==> config.mk <==
export PLATFORM = sky130hd
export DESIGN_NAME = swc_param_flat
export DESIGN_NICKNAME = d
export VERILOG_FILES = /design/src/rtl/swc_param_pkg.sv /design/src/rtl/swc_param_if.sv /design/src/rtl/swc_param_step.sv /design/src/rtl/swc_param.sv /design/src/flat_wrapper.sv
export SDC_FILE = /design/constraint.sdc
export NUM_CORES = 1
export LEC_CHECK = 0
export ABC_CLOCK_PERIOD_IN_PS = 15870
export CAP_MARGIN = 15
export CORE_MARGIN = 5
export CORE_UTILIZATION = 35
export CTS_BUF_LIST = sky130_fd_sc_hd__clkbuf_16
export DETAILED_ROUTE_END_ITERATION = 12
export GPL_ROUTABILITY_DRIVEN = 0
export PLACE_DENSITY = 0.63
export SETUP_SLACK_MARGIN = 0.05
export SLEW_MARGIN = 20
export SYNTH_ARGS = -nofsm -noshare
export SYNTH_HDL_FRONTEND = slang
export SYNTH_SLANG_ARGS = --single-unit
==> constraint.sdc <==
create_clock -name clock -period 15.87 [get_ports clock]
set_input_delay 1.587 -clock clock [delete_from_list [all_inputs] [get_ports clock]]
set_output_delay 1.587 -clock clock [all_outputs]
set_load 0.02 [all_outputs]
==> src/rtl/swc_param_pkg.sv <==
// Shared opcode map, FSM/continuous-count encodings and lane decode helpers
// for the switch counter, its sequencer and bench.
package swc_param_pkg;

  localparam logic [3:0] OP_NOP = 4'h0;
  localparam logic [3:0] OP_LD0 = 4'h1;
  localparam logic [3:0] OP_LD1 = 4'h2;
  localparam logic [3:0] OP_LD2 = 4'h3;
  localparam logic [3:0] OP_COU = 4'h4;
  localparam logic [3:0] OP_COD = 4'h5;
  localparam logic [3:0] OP_CCU = 4'h6;
  localparam logic [3:0] OP_CCD = 4'h7;
  localparam logic [3:0] OP_CCS = 4'h8;
  localparam logic [3:0] OP_LD3 = 4'h9;
  localparam logic [3:0] OP_TL0 = 4'hA;
  localparam logic [3:0] OP_TL1 = 4'hB;
  localparam logic [3:0] OP_TL2 = 4'hC;
  localparam logic [3:0] OP_TL3 = 4'hD;
  localparam logic [3:0] OP_CLR = 4'hE;
  localparam logic [3:0] OP_CLE = 4'hF;

  typedef enum logic [1:0] {ST_RESET, ST_READY, ST_ERROR} state_e;
  typedef enum logic [1:0] {CONT_NOP, CONT_CCU, CONT_CCD} cont_e;

  // LD opcodes are not contiguous (LD3 sits at 9), so lanes are decoded explicitly.
  function automatic logic [1:0] ld_lane(input logic [3:0] op);
    case (op)
      OP_LD1:  return 2'd1;
      OP_LD2:  return 2'd2;
      OP_LD3:  return 2'd3;
      default: return 2'd0;
    endcase
  endfunction

  function automatic logic [1:0] tl_lane(input logic [3:0] op);
    case (op)
      OP_TL1:  return 2'd1;
      OP_TL2:  return 2'd2;
      OP_TL3:  return 2'd3;
      default: return 2'd0;
    endcase
  endfunction

endpackage

==> src/rtl/swc_param_if.sv <==
// Instruction/status bundle between the sequencer (master) and the counter (slave).
interface swc_param_if #(parameter int unsigned BYTES = 3);
  logic [11:0]          inst;
  logic                 inst_en;
  logic [8*BYTES-1:0]   counter;
  logic                 ready;
  logic                 busy;
  logic                 error;

  modport master (output inst, inst_en, input counter, ready, busy, error);
  modport slave  (input inst, inst_en, output counter, ready, busy, error);
endinterface

==> src/rtl/swc_param_step.sv <==
// One +1/-1 step of the counter, either wrapping modulo 2^W or saturating.
module swc_step #(
  parameter int unsigned W    = 24,
  parameter bit          WRAP = 1'b1
) (
  input  logic         dir,       // 0: up, 1: down
  input  logic [W-1:0] value,
  output logic [W-1:0] next,
  output logic         at_limit
);

  always_comb begin
    if (WRAP) at_limit = 1'b0;
    else      at_limit = dir ? (value == '0) : (value == '1);
    if (at_limit)  next = value;
    else if (dir)  next = value - W'(1);
    else           next = value + W'(1);
  end

endmodule

==> src/rtl/swc_param.sv <==
// Parametrised instruction-driven switch counter with programmable stop target,
// wrap/saturate stepping, busy/error status and CLE recovery.
module swc_param
  import swc_param_pkg::*;
#(
  parameter int unsigned BYTES = 3,
  parameter bit          WRAP  = 1'b1
) (
  input  logic      clock,
  input  logic      reset,
  swc_param_if.slave bus
);

  localparam int unsigned W = 8 * BYTES;

  state_e         state_q, state_n;
  cont_e          cont_q, cont_n;
  logic [W-1:0]   cnt_q, cnt_n, tgt_q, tgt_n;
  logic [W-1:0]   cnt_ld, tgt_ld, step_val;
  logic           busy_q, busy_n, err_q, err_n, rdy_q, rdy_n;
  logic [3:0]     op;
  logic [7:0]     imm;
  logic [1:0]     ld_idx, tl_idx;
  logic           cmd, step_dn, step_lim;

  assign op     = bus.inst[11:8];
  assign imm    = bus.inst[7:0];
  assign ld_idx = ld_lane(op);
  assign tl_idx = tl_lane(op);
  assign cmd    = (state_q == ST_READY) && bus.inst_en;

  // Lanes at or above BYTES never match, so an out-of-range load leaves these equal to the held value.
  for (genvar b = 0; b < BYTES; b++) begin : g_lane
    assign cnt_ld[b*8 +: 8] = (ld_idx == 2'(b)) ? imm : cnt_q[b*8 +: 8];
    assign tgt_ld[b*8 +: 8] = (tl_idx == 2'(b)) ? imm : tgt_q[b*8 +: 8];
  end

  assign step_dn = cmd ? ((op == OP_COD) || (op == OP_CCD)) : (cont_q == CONT_CCD);

  swc_step #(.W(W), .WRAP(WRAP)) u_step (
    .dir      (step_dn),
    .value    (cnt_q),
    .next     (step_val),
    .at_limit (step_lim)
  );

  always_ff @(posedge clock) begin
    if (!reset) begin
      state_q <= ST_RESET;
      cont_q  <= CONT_NOP;
      cnt_q   <= '0;
      tgt_q   <= '0;
      busy_q  <= 1'b0;
      err_q   <= 1'b0;
      rdy_q   <= 1'b1;
    end else begin
      state_q <= state_n;
      cont_q  <= cont_n;
      cnt_q   <= cnt_n;
      tgt_q   <= tgt_n;
      busy_q  <= busy_n;
      err_q   <= err_n;
      rdy_q   <= rdy_n;
    end
  end

  always_comb begin
    state_n = state_q;
    cont_n  = cont_q;
    cnt_n   = cnt_q;
    tgt_n   = tgt_q;
    case (state_q)
      ST_RESET: state_n = ST_READY;
      ST_READY: begin
        if (bus.inst_en) begin
          // Every accepted instruction cancels a running count unless it starts a new one.
          cont_n = CONT_NOP;
          case (op)
            OP_LD0, OP_LD1, OP_LD2, OP_LD3: begin
              if (32'(ld_idx) >= BYTES) state_n = ST_ERROR;
              else                      cnt_n   = cnt_ld;
            end
            OP_TL0, OP_TL1, OP_TL2, OP_TL3: begin
              if (32'(tl_idx) >= BYTES) state_n = ST_ERROR;
              else                      tgt_n   = tgt_ld;
            end
            OP_COU, OP_COD: cnt_n = step_val;
            OP_CCU: begin
              cnt_n  = step_val;
              cont_n = CONT_CCU;
            end
            OP_CCD: begin
              cnt_n  = step_val;
              cont_n = CONT_CCD;
            end
            OP_CLR:  cnt_n = '0;
            default: ;
          endcase
        end else if (cont_q != CONT_NOP) begin
          if ((cnt_q == tgt_q) || step_lim) cont_n = CONT_NOP;
          else                              cnt_n  = step_val;
        end
      end
      ST_ERROR: begin
        if (bus.inst_en && (op == OP_CLE)) begin
          state_n = ST_READY;
          cnt_n   = '0;
          cont_n  = CONT_NOP;
        end
      end
      default: state_n = ST_RESET;
    endcase
  end

  always_comb begin
    busy_n = (state_n == ST_READY) && (cont_n != CONT_NOP);
    err_n  = (state_n == ST_ERROR);
    rdy_n  = (cnt_n == tgt_n);
  end

  assign bus.counter = cnt_q;
  assign bus.ready   = rdy_q;
  assign bus.busy    = busy_q;
  assign bus.error   = err_q;

endmodule

==> src/flat_wrapper.sv <==
// flat-port wrapper written by rule: the top's interface ports become plain ports
module swc_param_flat import swc_param_pkg::*;
#(
  parameter int unsigned BYTES = 3,
  parameter bit          WRAP  = 1'b1
)
  (clock, reset, bus_inst, bus_inst_en, bus_counter, bus_ready, bus_busy, bus_error);
  swc_param_if #(.BYTES(BYTES)) bus_i ();
  input  logic clock;
  input  logic reset;
  input wire logic [$bits(bus_i.inst)-1:0] bus_inst;
  input wire logic [$bits(bus_i.inst_en)-1:0] bus_inst_en;
  output wire logic [$bits(bus_i.counter)-1:0] bus_counter;
  output wire logic [$bits(bus_i.ready)-1:0] bus_ready;
  output wire logic [$bits(bus_i.busy)-1:0] bus_busy;
  output wire logic [$bits(bus_i.error)-1:0] bus_error;
  assign bus_i.inst = bus_inst;
  assign bus_i.inst_en = bus_inst_en;
  assign bus_counter = bus_i.counter;
  assign bus_ready = bus_i.ready;
  assign bus_busy = bus_i.busy;
  assign bus_error = bus_i.error;
  swc_param #(.BYTES(BYTES), .WRAP(WRAP)) u_core (.clock(clock), .reset(reset), .bus(bus_i));
endmodule
==> flow_summary_export.csv, run 1 <==
group,metric,value,unit
outcome,outcome,"finished clean",
drt,totalWireLength,23100,um
die,dieHeight,139,um
placed_design,placed_cell_area,6350,um^2
synth,yosysWarningCount,0,
cells_and_area,drive_above_1_share,6.86,%
die,rows,47,
drt,drt_iter0_drc,916,
timing,tns,0,ns
cts,cts_sinks,55,
drt,vias_per_cell,6.53,
worst_hold_path,hold_path_depth,2,
timing,hold_viol_final,0,
die,coreArea,16400,um^2
cts,clk_latency,0.31,ns
cts,post-cts-setup-buffer-count,0,
die,die_width,139,um
synth,ys_dominant_reg_cell,"dfxtp_1",
setup_path,crit_type,"in2reg",
synth,synth_top_family_by_area,"compound AO/OA/AOI/OAI gates",
die,initial_utilization,35.3,%
cts,clockRootBuffer,"clkbuf_16",
placed_design,dp_hpwl,17000,um
synth,synth-xor-area-share,6.34,%
synth,synth_compound_area_share,33.3,%
synth,syn-mean-instance-area,7.49,um^2
power,ir_worst_vdd,37.6,uV
timing,slew_headroom,40.2,%
power,p_int,0.226,mW
synth,synth_edf_count,0,
power,p_seq_share,42.0,%
cells_and_area,area_growth,12.1,%
timing,setup_viol,0,
timing,fmax,146,MHz
power,power.switching,0.116,mW
drt,wire_per_inst,22.9,um
flow_run,maxCapViolations,0,
grt,overflow,0,
cts,cts_resized,0,
synth,ys_types,87,
die,dieArea,19200,um^2
synth,netlist_top_cells_area,"dfxtp_1, a21oi_1, ha_1",
timing,fin_hold_ws,0.550,ns
synth,netlist_area,5790,um^2
timing,fin_crit_sh,43.1,%
cells_and_area,n_antenna_cell,0,
timing,worst_pin_slew,0.896,ns
cells_and_area,design_area,6490,um^2
worst_hold_path,hp-class,"reg2reg",
cts,cts.clk_slew.worst_paths,0.07,ns
cts,cts_hold_buffers,0,
synth,synthAdderAreaFrac,6.18,%
setup_path,worstPathMaxFanout,25,
timing,finalClockSkew,0.0100,ns
power,sw_frac_of_total,34.0,%
synth,post_synth_and_or_nand_nor_area_fraction,25.0,%
cts,cts_buffer_depth,2,
grt,grt_pass1_wl,35300,um
cells_and_area,final_common_cell,"nor2_1",
synth,syn_inst,773,
drt,ant_nets,0,
synth,yosysTopAreaCell,"dfxtp_1",
setup_path,critPathRequiredTime,16.09,ns
power,combPwrFrac,25.5,%
drt,dr_total_vias,6571,
drt,drc,0,
power,clkPwrFrac,32.5,%
setup_path,cp-start-kind,"input port",
setup_path,worstPathArrival,7.06,ns
drt,drt-pass1-iter-count,7,
grt,grt_use_total,22.9,%
cts,cts_tree,"yes",
synth,synthMuxAreaShare,5.75,%
power,cellPowerDensity,52.8,nW/um^2
cells_and_area,nNetsFinal,830,
grt,grt_max_degree,47,
cts,cts_buffers,5,
synth,synth_top_area_share,19.0,%
power,leakage,2.47,nW
setup_path,reg2regPathDepth,14,
synth,ys_ff_latch,55,
synth,yosysSeqAreaShare,19.0,%
cts,htreeDepth,2,
placed_design,portBuffers,41,
cells_and_area,fin_util,39.5,%
synth,async_reset_ff_share,0,%
grt,antenna_found_initial,0,
timing,maxSlewViolCount,0,
setup_path,end_kind,"flip-flop",
timing,min_period,6.84,ns
cells_and_area,final_cell_mix,"nor2_1, a21oi_1, nand2_1, dfxtp_1, o21ai_0",
die,io_pins,42,
grt,grt_pass1_vias,6129,
synth,syn_nets,816,
timing,grt_setup_unrepaired,"false",
## power by group through the flow
stage / Combinational (mW) / Clock, mW / Sequential (mW)
4_1_cts: 0.0835 / 0.111 / 0.144
2_1_floorplan: 0.0538 / 0 / 0.147
3_5_place_dp: 0.0831 / 0 / 0.147
6_report: 0.0873 / 0.111 / 0.144
3_3_place_gp: 0.0830 / 0 / 0.147
5_1_grt: 0.0921 / 0.116 / 0.144
## synth_stat cells (5+ instances only)
master    instances
or3_1             5
nor2_1           81
a22oi_1           8
ha_1             27
a311oi_1          5
a211oi_1         13
a32o_1            5
o211ai_1         14
mux2i_1          25
o21ai_0          46
o22ai_1           6
nor4_1            8
dfxtp_1          55
a221o_1           8
clkbuf_1         25
nand2b_1          5
a221oi_1         12
o31ai_1           6
nand3_1          23
nand2_1          66
and2_1           14
and3_1            9
nor3_1           17
xor2_1           30
a21oi_1          68
xnor2_1          10
a21o_1           16
a31oi_1          15
inv_1            12
nor2b_1           6
mux2_2            6
buf_2            13
nand4_1          11
## routing by layer
metal	global-route usage, %	routed length (um)	up-vias
li1	-	-	2986
met1	31.9	9630	3044
met5	0	0	-
met3	5.48	2630	88
met2	34.3	9770	453
met4	8.79	1020	0
## final timing paths
path,from,endpoint,slack [ns]
worst min-delay path,u_core.cont_q[1]$_SDFF_PN0_,u_core.cont_q[1]$_SDFF_PN0_,0.55
worst max-delay path,bus_inst[10],u_core.bus.ready$_SDFF_PN1_,9.03
worst max register to register,u_core.state_q[1]$_SDFF_PN0_,u_core.bus.ready$_SDFF_PN1_,10.78
worst min register to register,u_core.cont_q[1]$_SDFF_PN0_,u_core.cont_q[1]$_SDFF_PN0_,0.55
## worst max-delay path: stages
cell             delay, ns
clkdlybuf4s50_1       0.78
nor2b_1               0.19
buf_4                 0.27
nand2_1               0.12
o21ai_4               0.64
ha_1                  0.48
a21oi_1               0.27
o21ai_0               0.23
a21oi_1               0.45
o311ai_0              0.33
o2111a_1              0.26
or3b_2                0.47
nand4b_1              0.19
or4_1                 0.52
o31ai_1               0.25
## layout make-up
type                            count  area (um^2)
Fill cell                        1704         9920
Tap cell                          220          275
Clock inverter                      2         8.76
Multi-Input combinational cell    660         4440
Timing Repair Buffer               51          485
Clock buffer                        5          125
Sequential cell                    55         1100
Inverter                           14         52.6
## registers in the layout, summed over array words and instances, names as in the netlist
signal,count
u_core.cont_q,2
u_core.bus.counter,24
u_core.bus.ready,1
u_core.bus.error,1
u_core.bus.busy,1
u_core.state_q,2
u_core.tgt_q,24
## logic make-up (layout without fill, tap and decap cells)
| kind of cell | after synthesis | in the layout |
|---|---|---|
| and+or+nand+nor | 279 | 279 |
| muxes | 32 | 32 |
| adders and majority gates | 28 | 28 |
| buffers and inverters | 58 | 72 |
| AOI/OAI and AO/OA | 280 | 280 |
| DFF | 55 | 55 |
| xor gates and xnor gates | 41 | 41 |
## metrics by stage
stage / cells / power (mW) / setup slack [ns]
6_report: 1007 / 0.342 / 9.03
3_5_place_dp: 1000 / 0.230 / 8.55
4_1_cts: 1007 / 0.338 / 8.87
2_1_floorplan: 773 / 0.201 / 8.56
3_3_place_gp: 1000 / 0.230 / 8.59
5_1_grt: 1007 / 0.352 / 8.67
Note: power is estimated with default switching activity, not from simulation.
==> inputs of run 2 (changes only) <==
--- a/config.mk
+++ b/config.mk
@@ -5,7 +5,7 @@
 export SDC_FILE = /design/constraint.sdc
 export NUM_CORES = 1
 export LEC_CHECK = 0
-export ABC_CLOCK_PERIOD_IN_PS = 15870
+export ABC_CLOCK_PERIOD_IN_PS = 6950
 export CAP_MARGIN = 15
 export CORE_MARGIN = 5
 export CORE_UTILIZATION = 35
==> constraint.sdc (replaced) <==
create_clock -name clock -period 6.95 [get_ports clock]
set_input_delay 0.695 -clock clock [delete_from_list [all_inputs] [get_ports clock]]
set_output_delay 0.695 -clock clock [all_outputs]
set_load 0.02 [all_outputs]
==> run 2 against run 1 <==
Against the previous run: count of clock-buffer cells in the layout unchanged; clock power grew 130%; setup slack lost 7.8 ns; worst hold slack got worse by 0.024 ns; combinational power is 130% higher; die area unchanged; routed wire length down 0.32%; non-clock buffer count up 3.
==> flow_summary_export.csv, run 2 (same netlist as run 1, synthesis figures left out) <==
group,metric,value,unit
grt,grt_max_degree,47,
drt,met1Wirelength,9350,um
setup_path,crit_type,"in2reg",
power,leakage,2.48,nW
timing,grt_setup_unrepaired,"false",
drt,met3_length,2880,um
cells_and_area,final_cell_mix,"nor2_1, a21oi_1, nand2_1, dfxtp_1, o21ai_0",
timing,maxSlewViolCount,0,
drt,vias_per_cell,6.47,
drt,top_layer,"met4",
cells_and_area,drive_above_1_share,7.21,%
placed_design,dp_hpwl,17200,um
timing,tns,0,ns
cells_and_area,area_growth,12.5,%
grt,grt_pass1_wl,34800,um
timing,setup_viol,0,
timing,worst_pin_slew,1.34,ns
cts,htreeDepth,2,
worst_hold_path,hp-class,"reg2reg",
die,coreArea,16400,um^2
die,initial_utilization,35.3,%
drt,met2_wirelength,9720,um
drt,dr_total_vias,6545,
cts,cts.clk_slew.worst_paths,0.08,ns
setup_path,cp-start-kind,"input port",
timing,setup_ws,1.26,ns
outcome,outcome,"finished clean",
grt,grt_use_total,22.8,%
cts,cts_buffers,5,
die,dieHeight,139,um
placed_design,portBuffers,41,
cells_and_area,final_common_cell,"nor2_1",
timing,fin_crit_sh,81.8,%
drt,drc,0,
setup_path,end_kind,"flip-flop",
cells_and_area,fillers,1730,
die,die_width,139,um
timing,min_period,5.69,ns
drt,wire_per_inst,22.7,um
die,rows,47,
die,dieArea,19200,um^2
cts,cts_hold_buffers,0,
power,ir_worst_vdd,95.5,uV
cts,cts_resized,0,
drt,drt_iter0_drc,983,
timing,fmax,176,MHz
power,cellPowerDensity,120,nW/um^2
cts,post-cts-setup-buffer-count,0,
cts,clk_latency,0.30,ns
drt,ant_nets,0,
cts,cts_buffer_depth,2,
die,io_pins,42,
timing,slew_headroom,10.4,%
cells_and_area,fin_cells,1011,
cells_and_area,n_antenna_cell,0,
placed_design,place_ws,1.04,ns
cells_and_area,regArea,1100,um^2
grt,antenna_found_initial,0,
cts,clockRootBuffer,"clkbuf_16",
timing,hold_viol_final,0,
setup_path,worstPathArrival,5.91,ns
grt,grt_pass1_vias,5941,
flow_run,maxCapViolations,0,
placed_design,place_inst,1003,
setup_path,critPathRequiredTime,7.17,ns
drt,drt-pass1-iter-count,8,
cells_and_area,multi_input_area,4430,um^2
cts,cts_sinks,55,
drt,totalWireLength,23000,um
setup_path,worstPathMaxFanout,18,
cells_and_area,nNetsFinal,833,
grt,overflow,0,
timing,finalClockSkew,0.0134,ns
cts,cts_tree,"yes",
==> run 2: cell count changes in the layout (fill, tap and decap cells not counted) <==
cell | before | now
clkinv_1 | 2 | 3
o21ai_4 | 1 | 0
o21ai_2 | 3 | 4
clkinv_2 | 1 | 0
buf_4 | 10 | 13
clkinvlp_4 | 0 | 1
==> run 2: worst paths after layout <==
check / start / end / slack [ns] / depth (start not counted)
min: u_core.cont_q[1]$_SDFF_PN0_ / u_core.cont_q[1]$_SDFF_PN0_ / 0.53 / 2
max reg2reg: u_core.state_q[1]$_SDFF_PN0_ / u_core.bus.ready$_SDFF_PN1_ / 1.90 / 15
max: bus_inst[10] / u_core.bus.ready$_SDFF_PN1_ / 1.26 / 15
min reg2reg: u_core.cont_q[1]$_SDFF_PN0_ / u_core.cont_q[1]$_SDFF_PN0_ / 0.53 / 2
==> run 2: report_power, final <==
group	switching (mW)	internal, mW
Sequential	0.00846	0.320
Combinational	0.132	0.0658
Clock	0.123	0.132
Total	0.263	0.517
==> run 2: final cells by class <==
type / count / share of cell area (%)
Multi-Input combinational cell: 660 / 68.1
Sequential cell: 55 / 16.9
Clock inverter: 3 / 0.231
Clock buffer: 5 / 1.92
Timing Repair Buffer: 54 / 7.80
Inverter: 14 / 0.807
Tap cell: 220 / 4.23
==> run 2: metal layers <==
layer  vias up  GRT usage [%]
li1       2992              -
met1      3007           30.7
met2       447           34.8
met3        99           6.72
met4         0           8.06
met5         -              0
==> run 2: per-stage QoR <==
step	utilization, %	hold slack [ns]	instance area, um^2	power [mW]
6_report	39.7	0.526	6510	0.780
5_1_grt	39.7	0.553	6510	0.810
4_1_cts	39.7	0.527	6510	0.776
3_5_place_dp	38.8	0.517	6370	0.524
3_3_place_gp	38.8	0.506	6370	0.524
2_1_floorplan	-	0.477	5790	0.459
==> run 2: critical path: stages <==
cell	delay, ns
clkdlybuf4s50_1	0.78
nor2b_1	0.23
nand2_1	0.09
o21ai_2	0.69
ha_1	0.40
nand4_1	0.18
a211oi_1	0.50
nand2_1	0.23
nand4_1	0.14
o311ai_0	0.26
o2111a_1	0.27
or3b_2	0.49
nand4b_1	0.19
or4_1	0.50
o31ai_1	0.24
==> inputs of run 3 (changes only) <==
--- a/config.mk
+++ b/config.mk
@@ -5,7 +5,7 @@
 export SDC_FILE = /design/constraint.sdc
 export NUM_CORES = 1
 export LEC_CHECK = 0
-export ABC_CLOCK_PERIOD_IN_PS = 6950
+export ABC_CLOCK_PERIOD_IN_PS = 5900
 export CAP_MARGIN = 15
 export CORE_MARGIN = 5
 export CORE_UTILIZATION = 35
==> constraint.sdc (replaced) <==
create_clock -name clock -period 5.9 [get_ports clock]
set_input_delay 0.59 -clock clock [delete_from_list [all_inputs] [get_ports clock]]
set_output_delay 0.59 -clock clock [all_outputs]
set_load 0.02 [all_outputs]
==> run 3 against run 2 <==
Against the previous run: die area is the same; setup slack worse by 0.44 ns; worst hold slack gained 0.0047 ns; count of clock-buffer cells in the layout unchanged; sequential power rose by 18%; largest power group unchanged.
==> flow_summary_export.csv, run 3 (same netlist as run 1, synthesis figures left out) <==
group,metric,value,unit
drt,vias_per_cell,6.43,
die,die_width,139,um
outcome,outcome,"finished clean",
power,leakage,2.50,nW
grt,antenna_found_initial,0,
drt,dr_total_vias,6490,
timing,setup_viol,0,
cells_and_area,final_cell_mix,"nor2_1, a21oi_1, nand2_1, dfxtp_1, o21ai_0",
timing,tns,0,ns
setup_path,reg2regPathDepth,16,
cells_and_area,multi_input_area,4430,um^2
cells_and_area,regArea,1100,um^2
timing,maxSlewViolCount,0,
setup_path,end_kind,"flip-flop",
setup_path,cp-start-kind,"input port",
timing,grt_setup_unrepaired,"false",
worst_hold_path,hp-class,"reg2reg",
setup_path,startpoint,"bus_inst[10]",
setup_path,critPathRequiredTime,6.11,ns
cts,cts.clk_slew.worst_paths,0.08,ns
timing,hold_viol_final,0,
timing,worst_pin_slew,1.03,ns
grt,grt_pass1_vias,5960,
grt,grt_pass1_wl,33800,um
drt,totalWireLength,22200,um
die,dieArea,19200,um^2
grt,overflow,0,
cts,cts_hold_buffers,0,
placed_design,portBuffers,41,
power,ir_worst_vdd,103,uV
timing,finalClockSkew,0.0126,ns
die,coreArea,16400,um^2
setup_path,rrSetupSlack,1.01,ns
placed_design,placed_cell_area,6360,um^2
grt,met2_usage,33.6,%
timing,min_period,5.08,ns
drt,drt_iter0_drc,959,
die,rows,47,
drt,ant_nets,0,
cells_and_area,n_antenna_cell,0,
power,cellPowerDensity,147,nW/um^2
drt,wire_per_inst,22.0,um
cts,cts_sinks,55,
cts,post-cts-setup-buffer-count,0,
timing,fmax,197,MHz
cts,cts_resized,0,
setup_path,worstPathMaxFanout,25,
cts,cts_buffer_depth,2,
setup_path,r2r-end,"u_core.bus.ready$_SDFF_PN1_",
flow_run,maxCapViolations,0,
setup_path,crit_end,"u_core.bus.ready$_SDFF_PN1_",
grt,grt_util_met3,5.93,%
setup_path,worstPathArrival,5.30,ns
die,dieHeight,139,um
die,io_pins,42,
timing,fin_crit_sh,86.1,%
cells_and_area,design_area,6530,um^2
cells_and_area,drive_above_1_share,7.22,%
cts,clk_latency,0.31,ns
setup_path,crit_type,"in2reg",
cts,cts_buffers,5,
grt,met1_usage,29.0,%
cts,cts_tree,"yes",
grt,grt_max_degree,47,
cells_and_area,fillers,1728,
cells_and_area,area_growth,12.8,%
placed_design,dp_hpwl,16600,um
grt,busiest_layer,"met2",
drt,drt-pass1-iter-count,6,
cells_and_area,nNetsFinal,832,
cts,clockRootBuffer,"clkbuf_16",
die,initial_utilization,35.3,%
drt,drc,0,
setup_path,rr_startpoint,"u_core.state_q[1]$_SDFF_PN0_",
cells_and_area,final_common_cell,"nor2_1",
timing,slew_headroom,31.3,%
cts,htreeDepth,2,
grt,grt_use_total,21.9,%
-- run 3: changes by cell type in the layout (fill, tap and decap cells not counted), sizes merged --
| cell | change |
|---|---|
| clkinvlp | -1 |
| bufinv | +1 |
| buf | -1 |
-- run 3: final cells by class --
type | count | area share [%]
clock buffers | 5 | 1.92
clock inverters | 3 | 0.594
inverters | 14 | 0.805
multi-input cells | 660 | 67.9
flip-flops and latches | 55 | 16.9
well taps | 220 | 4.22
repair buffers | 53 | 7.67
-- run 3: metrics by stage --
stage / utilization, % / total power [mW] / instances / setup WS (ns) / hold slack, ns
2_1_floorplan: - / 0.540 / 773 / 0.216 / 0.477
3_3_place_gp: 38.8 / 0.616 / 1002 / 0.673 / 0.515
3_5_place_dp: 38.8 / 0.616 / 1002 / 0.624 / 0.513
4_1_cts: 39.8 / 0.956 / 1010 / 0.912 / 0.523
5_1_grt: 39.8 / 0.990 / 1010 / 0.409 / 0.580
6_report: 39.8 / 0.959 / 1010 / 0.819 / 0.531
-- run 3: report_power, final --
part	switching (mW)	leakage [nW]	internal [mW]
registers	0.00967	0.444	0.377
clock network	0.145	0.0812	0.199
logic	0.151	1.97	0.0779
-- run 3: critical path, cell delays in order --
cell	delay, ns
clkdlybuf4s50_1	0.45
buf_4	0.18
nor2b_1	0.19
nand2_1	0.08
o21ai_2	0.13
buf_4	0.31
ha_1	0.39
a21oi_1	0.43
o211ai_1	0.17
a21boi_0	0.36
a21oi_1	0.12
a311oi_1	0.42
a32oi_1	0.21
a221oi_1	0.35
nand4b_1	0.14
or4_1	0.51
o31ai_1	0.24
-- run 3: routing by layer --
metal  routed length [um]  part of all wire [%]
met1                 9160                    41
met2                 9620                    43
met3                 2300                    10
met4                 1090                   4.9
met5                    0                     0
-- run 3: worst min-delay path by stage --
stage / startpoint / end / slack (ns) / cells past startpoint
2_1_floorplan: u_core.cont_q[1]$_SDFF_PN0_ / u_core.cont_q[1]$_SDFF_PN0_ / 0.48 / 2
3_3_place_gp: u_core.cont_q[1]$_SDFF_PN0_ / u_core.cont_q[1]$_SDFF_PN0_ / 0.52 / 2
3_5_place_dp: u_core.cont_q[1]$_SDFF_PN0_ / u_core.cont_q[1]$_SDFF_PN0_ / 0.51 / 2
4_1_cts: u_core.cont_q[1]$_SDFF_PN0_ / u_core.cont_q[1]$_SDFF_PN0_ / 0.52 / 2
5_1_grt: u_core.cont_q[1]$_SDFF_PN0_ / u_core.cont_q[1]$_SDFF_PN0_ / 0.58 / 2
6_report: u_core.cont_q[1]$_SDFF_PN0_ / u_core.cont_q[1]$_SDFF_PN0_ / 0.53 / 2
